`config.mk`:
```
export PLATFORM = sky130hd
export DESIGN_NAME = matmul_pcpi_sequencer
export DESIGN_NICKNAME = d
export VERILOG_FILES = /design/src/rtl/matmul_pcpi_sequencer.sv
export SDC_FILE = /design/constraint.sdc
export NUM_CORES = 1
export LEC_CHECK = 0
export BUFFER_PORTS_ARGS = -buffer_cell sky130_fd_sc_hd__buf_2
export CORE_ASPECT_RATIO = 1.1
export CORE_UTILIZATION = 35
export CTS_CLUSTER_SIZE = 10
export DETAILED_ROUTE_END_ITERATION = 8
export GPL_ROUTABILITY_DRIVEN = 1
export GPL_TIMING_DRIVEN = 1
export SLEW_MARGIN = 20
export SYNTH_ARGS = -nofsm -noshare
export SYNTH_HDL_FRONTEND = slang
export SYNTH_SLANG_ARGS = --single-unit
```
`constraint.sdc`:
```
create_clock -name clk -period 18.8 [get_ports clk]
set_clock_uncertainty 0.2 [all_clocks]
set_input_delay 3.76 -clock clk [delete_from_list [all_inputs] [get_ports clk]]
set_output_delay 3.76 -clock clk [all_outputs]
set_load 0.01 [all_outputs]
```
`src/rtl/matmul_pcpi_sequencer.sv`:
```
// Host-side command sequencer for the 3x3 matrix-mult PCPI coprocessor: replays dirty
// shadow operands as load insns, then issues compute and release, capturing the result.
module matmul_pcpi_sequencer #(
  parameter bit                 FULL_RELOAD = 1'b0,
  parameter int                 TIMEOUT     = 64,
  parameter logic signed [15:0] THRESH_RST  = -16'sd70
) (
  input  logic               clk,
  input  logic               rst,
  input  logic               cfg_we,
  input  logic [4:0]         cfg_addr,
  input  logic signed [15:0] cfg_wdata,
  output logic               cfg_drop,
  input  logic               start,
  output logic               busy,
  output logic               done,
  output logic               err,
  output logic [31:0]        result,
  output logic               pcpi_valid,
  output logic [31:0]        pcpi_insn,
  input  logic               pcpi_ready,
  input  logic               pcpi_wait,
  input  logic [31:0]        pcpi_rd
);

  localparam logic [3:0] S_IDLE   = 4'd0;
  localparam logic [3:0] S_SCAN   = 4'd1;
  localparam logic [3:0] S_LISS   = 4'd2;
  localparam logic [3:0] S_LWAIT  = 4'd3;
  localparam logic [3:0] S_CISS   = 4'd4;
  localparam logic [3:0] S_CSET   = 4'd5;
  localparam logic [3:0] S_CWAIT  = 4'd6;
  localparam logic [3:0] S_KISS   = 4'd7;
  localparam logic [3:0] S_KWAIT  = 4'd8;
  localparam logic [3:0] S_DONE   = 4'd9;

  localparam logic [6:0]  OPC      = 7'b0001011;
  localparam logic [4:0]  LAST_IDX = 5'd27;
  localparam logic [15:0] TMO_LAST = 16'(TIMEOUT - 1);

  logic [3:0]         state_q, state_d;
  logic [4:0]         ptr_q, ptr_d;
  logic [15:0]        cnt_q, cnt_d;
  logic [27:0]        dirty_q;
  logic signed [15:0] shadow_q [0:27];
  logic               busy_q, done_q, err_q, drop_q, valid_q;
  logic [31:0]        result_q, insn_q;
  logic               wait_seen_unused_q;
  logic               clr_dirty, set_err, cap_res, wr_ok, job_go;

  assign wr_ok  = (state_q == S_IDLE) && cfg_we && (cfg_addr <= LAST_IDX);
  assign job_go = (state_q == S_IDLE) && start;

  always_comb begin
    state_d   = state_q;
    ptr_d     = ptr_q;
    cnt_d     = cnt_q;
    clr_dirty = 1'b0;
    set_err   = 1'b0;
    cap_res   = 1'b0;
    case (state_q)
      S_IDLE: begin
        if (start) begin
          state_d = S_SCAN;
          ptr_d   = 5'd0;
        end
      end
      S_SCAN: begin
        if (dirty_q[ptr_q] || FULL_RELOAD) state_d = S_LISS;
        else if (ptr_q == LAST_IDX)        state_d = S_CISS;
        else                               ptr_d   = ptr_q + 5'd1;
      end
      S_LISS: begin
        state_d = S_LWAIT;
        cnt_d   = '0;
      end
      // First wait cycle after an issue is turnaround; ready is not sampled there.
      S_LWAIT: begin
        cnt_d = cnt_q + 16'd1;
        if ((cnt_q != 16'd0) && pcpi_ready) begin
          clr_dirty = 1'b1;
          if (ptr_q == LAST_IDX) state_d = S_CISS;
          else begin
            state_d = S_SCAN;
            ptr_d   = ptr_q + 5'd1;
          end
        end else if (cnt_q == TMO_LAST) begin
          set_err = 1'b1;
          state_d = S_KISS;
        end
      end
      S_CISS: state_d = S_CSET;
      S_CSET: begin
        state_d = S_CWAIT;
        cnt_d   = '0;
      end
      S_CWAIT: begin
        cnt_d = cnt_q + 16'd1;
        if (pcpi_ready) begin
          cap_res = 1'b1;
          state_d = S_KISS;
        end else if (cnt_q == TMO_LAST) begin
          set_err = 1'b1;
          state_d = S_KISS;
        end
      end
      S_KISS: begin
        state_d = S_KWAIT;
        cnt_d   = '0;
      end
      S_KWAIT: begin
        cnt_d = cnt_q + 16'd1;
        if ((cnt_q != 16'd0) && pcpi_ready) begin
          state_d = S_DONE;
        end else if (cnt_q == TMO_LAST) begin
          set_err = 1'b1;
          state_d = S_DONE;
        end
      end
      S_DONE:  state_d = S_IDLE;
      default: state_d = S_IDLE;
    endcase
  end

  // Outputs are derived from the next state so they line up with the state they describe.
  always_ff @(posedge clk or posedge rst) begin
    if (rst) begin
      state_q            <= S_IDLE;
      ptr_q              <= '0;
      cnt_q              <= '0;
      dirty_q            <= '1;
      for (int i = 0; i < 27; i++) shadow_q[i] <= '0;
      shadow_q[27]       <= THRESH_RST;
      busy_q             <= 1'b0;
      done_q             <= 1'b0;
      err_q              <= 1'b0;
      drop_q             <= 1'b0;
      valid_q            <= 1'b0;
      result_q           <= '0;
      insn_q             <= '0;
      wait_seen_unused_q <= 1'b0;
    end else begin
      state_q <= state_d;
      ptr_q   <= ptr_d;
      cnt_q   <= cnt_d;
      busy_q  <= (state_d != S_IDLE) && (state_d != S_DONE);
      done_q  <= (state_d == S_DONE);
      drop_q  <= cfg_we && !wr_ok;
      valid_q <= (state_d == S_LISS) || (state_d == S_CISS) || (state_d == S_KISS);
      if (wr_ok) begin
        shadow_q[cfg_addr] <= cfg_wdata;
        dirty_q[cfg_addr]  <= 1'b1;
      end
      if (clr_dirty) dirty_q[ptr_q] <= 1'b0;
      if (job_go)       err_q <= 1'b0;
      else if (set_err) err_q <= 1'b1;
      if (cap_res) result_q <= pcpi_rd;
      if (state_d == S_LISS)      insn_q <= {1'b0, shadow_q[ptr_d], 3'b000, ptr_d, OPC};
      else if (state_d == S_CISS) insn_q <= {1'b0, 16'h0000, 3'b111, 5'd0, OPC};
      else if (state_d == S_KISS) insn_q <= {1'b0, 16'h0000, 3'b101, 5'd0, OPC};
      if (job_go)         wait_seen_unused_q <= 1'b0;
      else if (pcpi_wait) wait_seen_unused_q <= 1'b1;
    end
  end

  assign cfg_drop   = drop_q;
  assign busy       = busy_q;
  assign done       = done_q;
  assign err        = err_q;
  assign result     = result_q;
  assign pcpi_valid = valid_q;
  assign pcpi_insn  = insn_q;

endmodule
```
==> results.json <==
{
  "power_density_nw_per_um2": 152.3,
  "synth_cell_types": 71,
  "holdBufCountCts": 0,
  "die_y_um": 289.4,
  "worst_pin_slew_ns": 1.062,
  "critPathBufInv": 3,
  "gp_congestion": 0.8182,
  "hold_path.class": "flip-flop to flip-flop",
  "hold_violations": 0,
  "vias_per_cell": 5.477,
  "netSwitchingFraction_pct": 37.71,
  "dp_hpwl_mm": 41.30,
  "clk_latency_ns": 0.59,
  "internal_power_mw": 2.817,
  "fin_total_pwr_mw": 4.522,
  "drv_slew": 0,
  "synth_top_family_by_area": "multiplexers",
  "initial_utilization_pct": 35.29,
  "synth_fa_ha_area_share_pct": 0.2856,
  "vias": 17850,
  "violations": "design-rule violations",
  "leakagePower_nw": 14.11,
  "dr.pass1.iters": 7,
  "combPwrFrac_pct": 36.9,
  "synth_xor_xnor_area_share_pct": 0.06664,
  "rows": 105,
  "slowest_stage": "buf_4",
  "core_area_um2": 74490,
  "ys_warn_count": 0,
  "dpl_cell_area_um2": 27650,
  "grt_max_degree": 199,
  "required_ns": 19.05,
  "antenna_found_initial": 6,
  "synthCells": 2211,
  "portBuffers": 121,
  "nets": 2320,
  "seq_area_frac_synth_pct": 53.70,
  "p_switching_mw": 1.705,
  "fin_cells": 3259,
  "crit_family": "buffers and inverters",
  "cts_root_buffer": "clkbuf_16",
  "ys.flop_type": "dfrtp_1",
  "mostFrequentLayoutCell": "dfrtp_1",
  "cts_resized": 0,
  "setup_tns_ns": 0,
  "gr-total-overflow": 0,
  "htreeDepth": 3,
  "cts_num_sinks": 562,
  "drc_errors": 4,
  "path_class": "input pin to flip-flop",
  "avgRoutedWirePerCell_um": 21.59,
  "grt_usage_pct": 18.59,
  "seqPwrFrac_pct": 36.6,
  "die_w_um": 263.3,
  "pwr-share-clk_pct": 26.6,
  "drive_gt1_share_pct": 36.36,
  "synth_mux_area_share_pct": 25.88,
  "relSlewSlack_pct": 29.17,
  "mostFrequentLayoutCells": "521 x dfrtp_1, 502 x mux2_2, 284 x nand2_1, 121 x buf_2, 106 x a21oi_1",
  "synth-simple-area-share_pct": 8.083,
  "critical_path.max_fanout": 57,
  "final_design_area_no_fill_um2": 29690,
  "fin_crit_ns": 7.580,
  "max_stage_delay_ns": 0.86,
  "grt_pass1_wl_mm": 109.8,
  "startpoint_type": "input pin",
  "synth-edff-count": 0,
  "syn2layout_area_growth_pct": 12.97,
  "clock_path_buffers": 3,
  "ys_seq_elements": 562,
  "die_area_um2": 76200,
  "worst_slack_ns": 11.22,
  "ios": 128,
  "dp_slack_ns": 10.68,
  "drt-total-wl_mm": 70.37,
  "fmax_ghz": 0.1319,
  "ir_drop_uv": 123.1,
  "cpMostUsedCell": "buf_4",
  "clkSlewWorstSetupHoldPaths_ns": 0.06,
  "postCtsSetupBuffers": 0,
  "dp_cells": 3147,
  "drtIter0Drc": 1233,
  "cts_tree": "done",
  "cts_buffers": 67,
  "syn_area_um2": 26280,
  "critPathArrivalTime_ns": 7.83,
  "maxCapViolations": 0,
  "grt_pass1_vias": 18560,
  "synth_compound_area_share_pct": 8.235,
  "cp_cell_sequence": "buf_2, o41a_1, a21boi_0, o211a_1, a221oi_2, and2_4, buf_4, buf_4, and3_1, a311oi_1, or3_1, a221oi_1, a41oi_1",
  "outcome": "complete, but fails checks",
  "setup_viol": 0,
  "rsz0062_at_grt": "no",
  "async_reset_ff_share_pct": 100.0,
  "syn_area_per_cell_um2": 11.89,
  "cp-end-kind": "flip-flop",
  "finalCritPeriodShare_pct": 40.32,
  "drtAntennaViolNets": 0
}
[layer usage]
metal | vias up | GRT usage, % | part of all wire [%]
met1 | 9317 | 23.26 | 43
met3 | 118 | 2.788 | 4.3
met5 | - | 0 | 0.028
li1 | 7954 | - | -
met2 | 459 | 32.63 | 50
met4 | 2 | 6.725 | 2.7
[layout make-up]
cell class	count	area (um2)
diodes	2	5.005
clock buffers	105	1924
clock inverters	3	47.55
fillers	6923	44800
inverters	24	102.6
multi-input cells	1438	11310
flip-flops and latches	562	14110
well taps	963	1205
repair buffers	162	982.2
[path summary, 6_finish.rpt]
| path | from | endpoint | slack [ns] | cells past startpoint |
|---|---|---|---|---|
| max in group asynchronous | rst | shadow_q[283] | 13.10 | 5 |
| setup / recovery | pcpi_ready | pcpi_insn[29] | 11.22 | 13 |
| setup reg to reg | ptr_q[1] | pcpi_insn[29] | 12.77 | 13 |
| hold / removal | dirty_q[26] | dirty_q[26] | 0.27 | 2 |
| hold reg to reg | dirty_q[26] | dirty_q[26] | 0.27 | 2 |
| min in group asynchronous | rst | err | 3.05 | 2 |
[power by group through the flow]
stage / Sequential [mW] / Combinational [mW] / Clock [mW]
floorplan: 1.62 / 1.23 / 0
global placement: 1.65 / 1.63 / 0
detailed placement: 1.67 / 1.66 / 0
CTS: 1.65 / 1.66 / 1.23
global route: 1.69 / 1.81 / 1.28
finish: 1.65 / 1.67 / 1.20
[cell usage after synthesis (all sizes together), types with 4 or more instances]
library cell    n  area (um2)
dfrtp         521       13040
mux2          510        5743
nand2         284        1066
clkbuf        108       406.6
a21oi         107       535.5
mux2i          90       900.9
buf            83       480.5
o21ai          79       395.4
nor2           66       250.2
nand3          53       265.3
dfstp          41        1077
a221oi         31       277.8
o211ai         28       210.2
inv            24       95.09
and3           22       137.6
a311oi         14       122.6
o22a           14       122.6
a32o           12       120.1
nand2b          9       56.30
or3             8       50.05
a211oi          7       57.55
mux4            7       157.7
or2             7       43.80
ha              6       75.07
nand4           6       37.54
nor3            6       30.03
o31ai           6       45.04
a31oi           5       31.28
and2            4       25.02
nor4            4       25.02
[worst register-to-register path: stages, from the launching register on]
cell,delay (ns)
dfrtp_1,0.80
mux4_2,0.59
a22oi_1,0.25
nor2b_1,0.22
a31oi_1,0.35
nand3_1,0.44
and2_4,0.21
buf_4,0.67
buf_4,0.92
and3_1,0.35
a311oi_1,0.06
or3_1,0.42
a221oi_1,0.32
a41oi_1,0.08
[through the flow]
stage                     hold slack, ns  utilization (%)
after floorplan                   0.2375                -
after global placement            0.2521            37.11
after detailed placement          0.2590            37.12
after CTS                         0.2680            39.77
after global routing              0.2801            39.86
final                             0.2684            39.86
[flip-flops by register name, indices dropped and copies added, names as in the netlist, 4 cells and up]
register / flops
cnt_q: 16
dirty_q: 28
pcpi_insn: 24
ptr_q: 5
result: 32
shadow_q: 448
state_q: 4
[cells by family (layout without fill, tap and decap cells)]
logic type | Yosys count | after routing
AOI/OAI and AO/OA | 332 | 332
xor gates and xnor gates | 2 | 2
adders and majority gates | 6 | 6
buffers and inverters | 215 | 294
DFF | 562 | 562
muxes | 607 | 607
other | 1 | 7
and+or+nand+nor | 486 | 486
No activity file was read; power rests on OpenSTA's default activity.
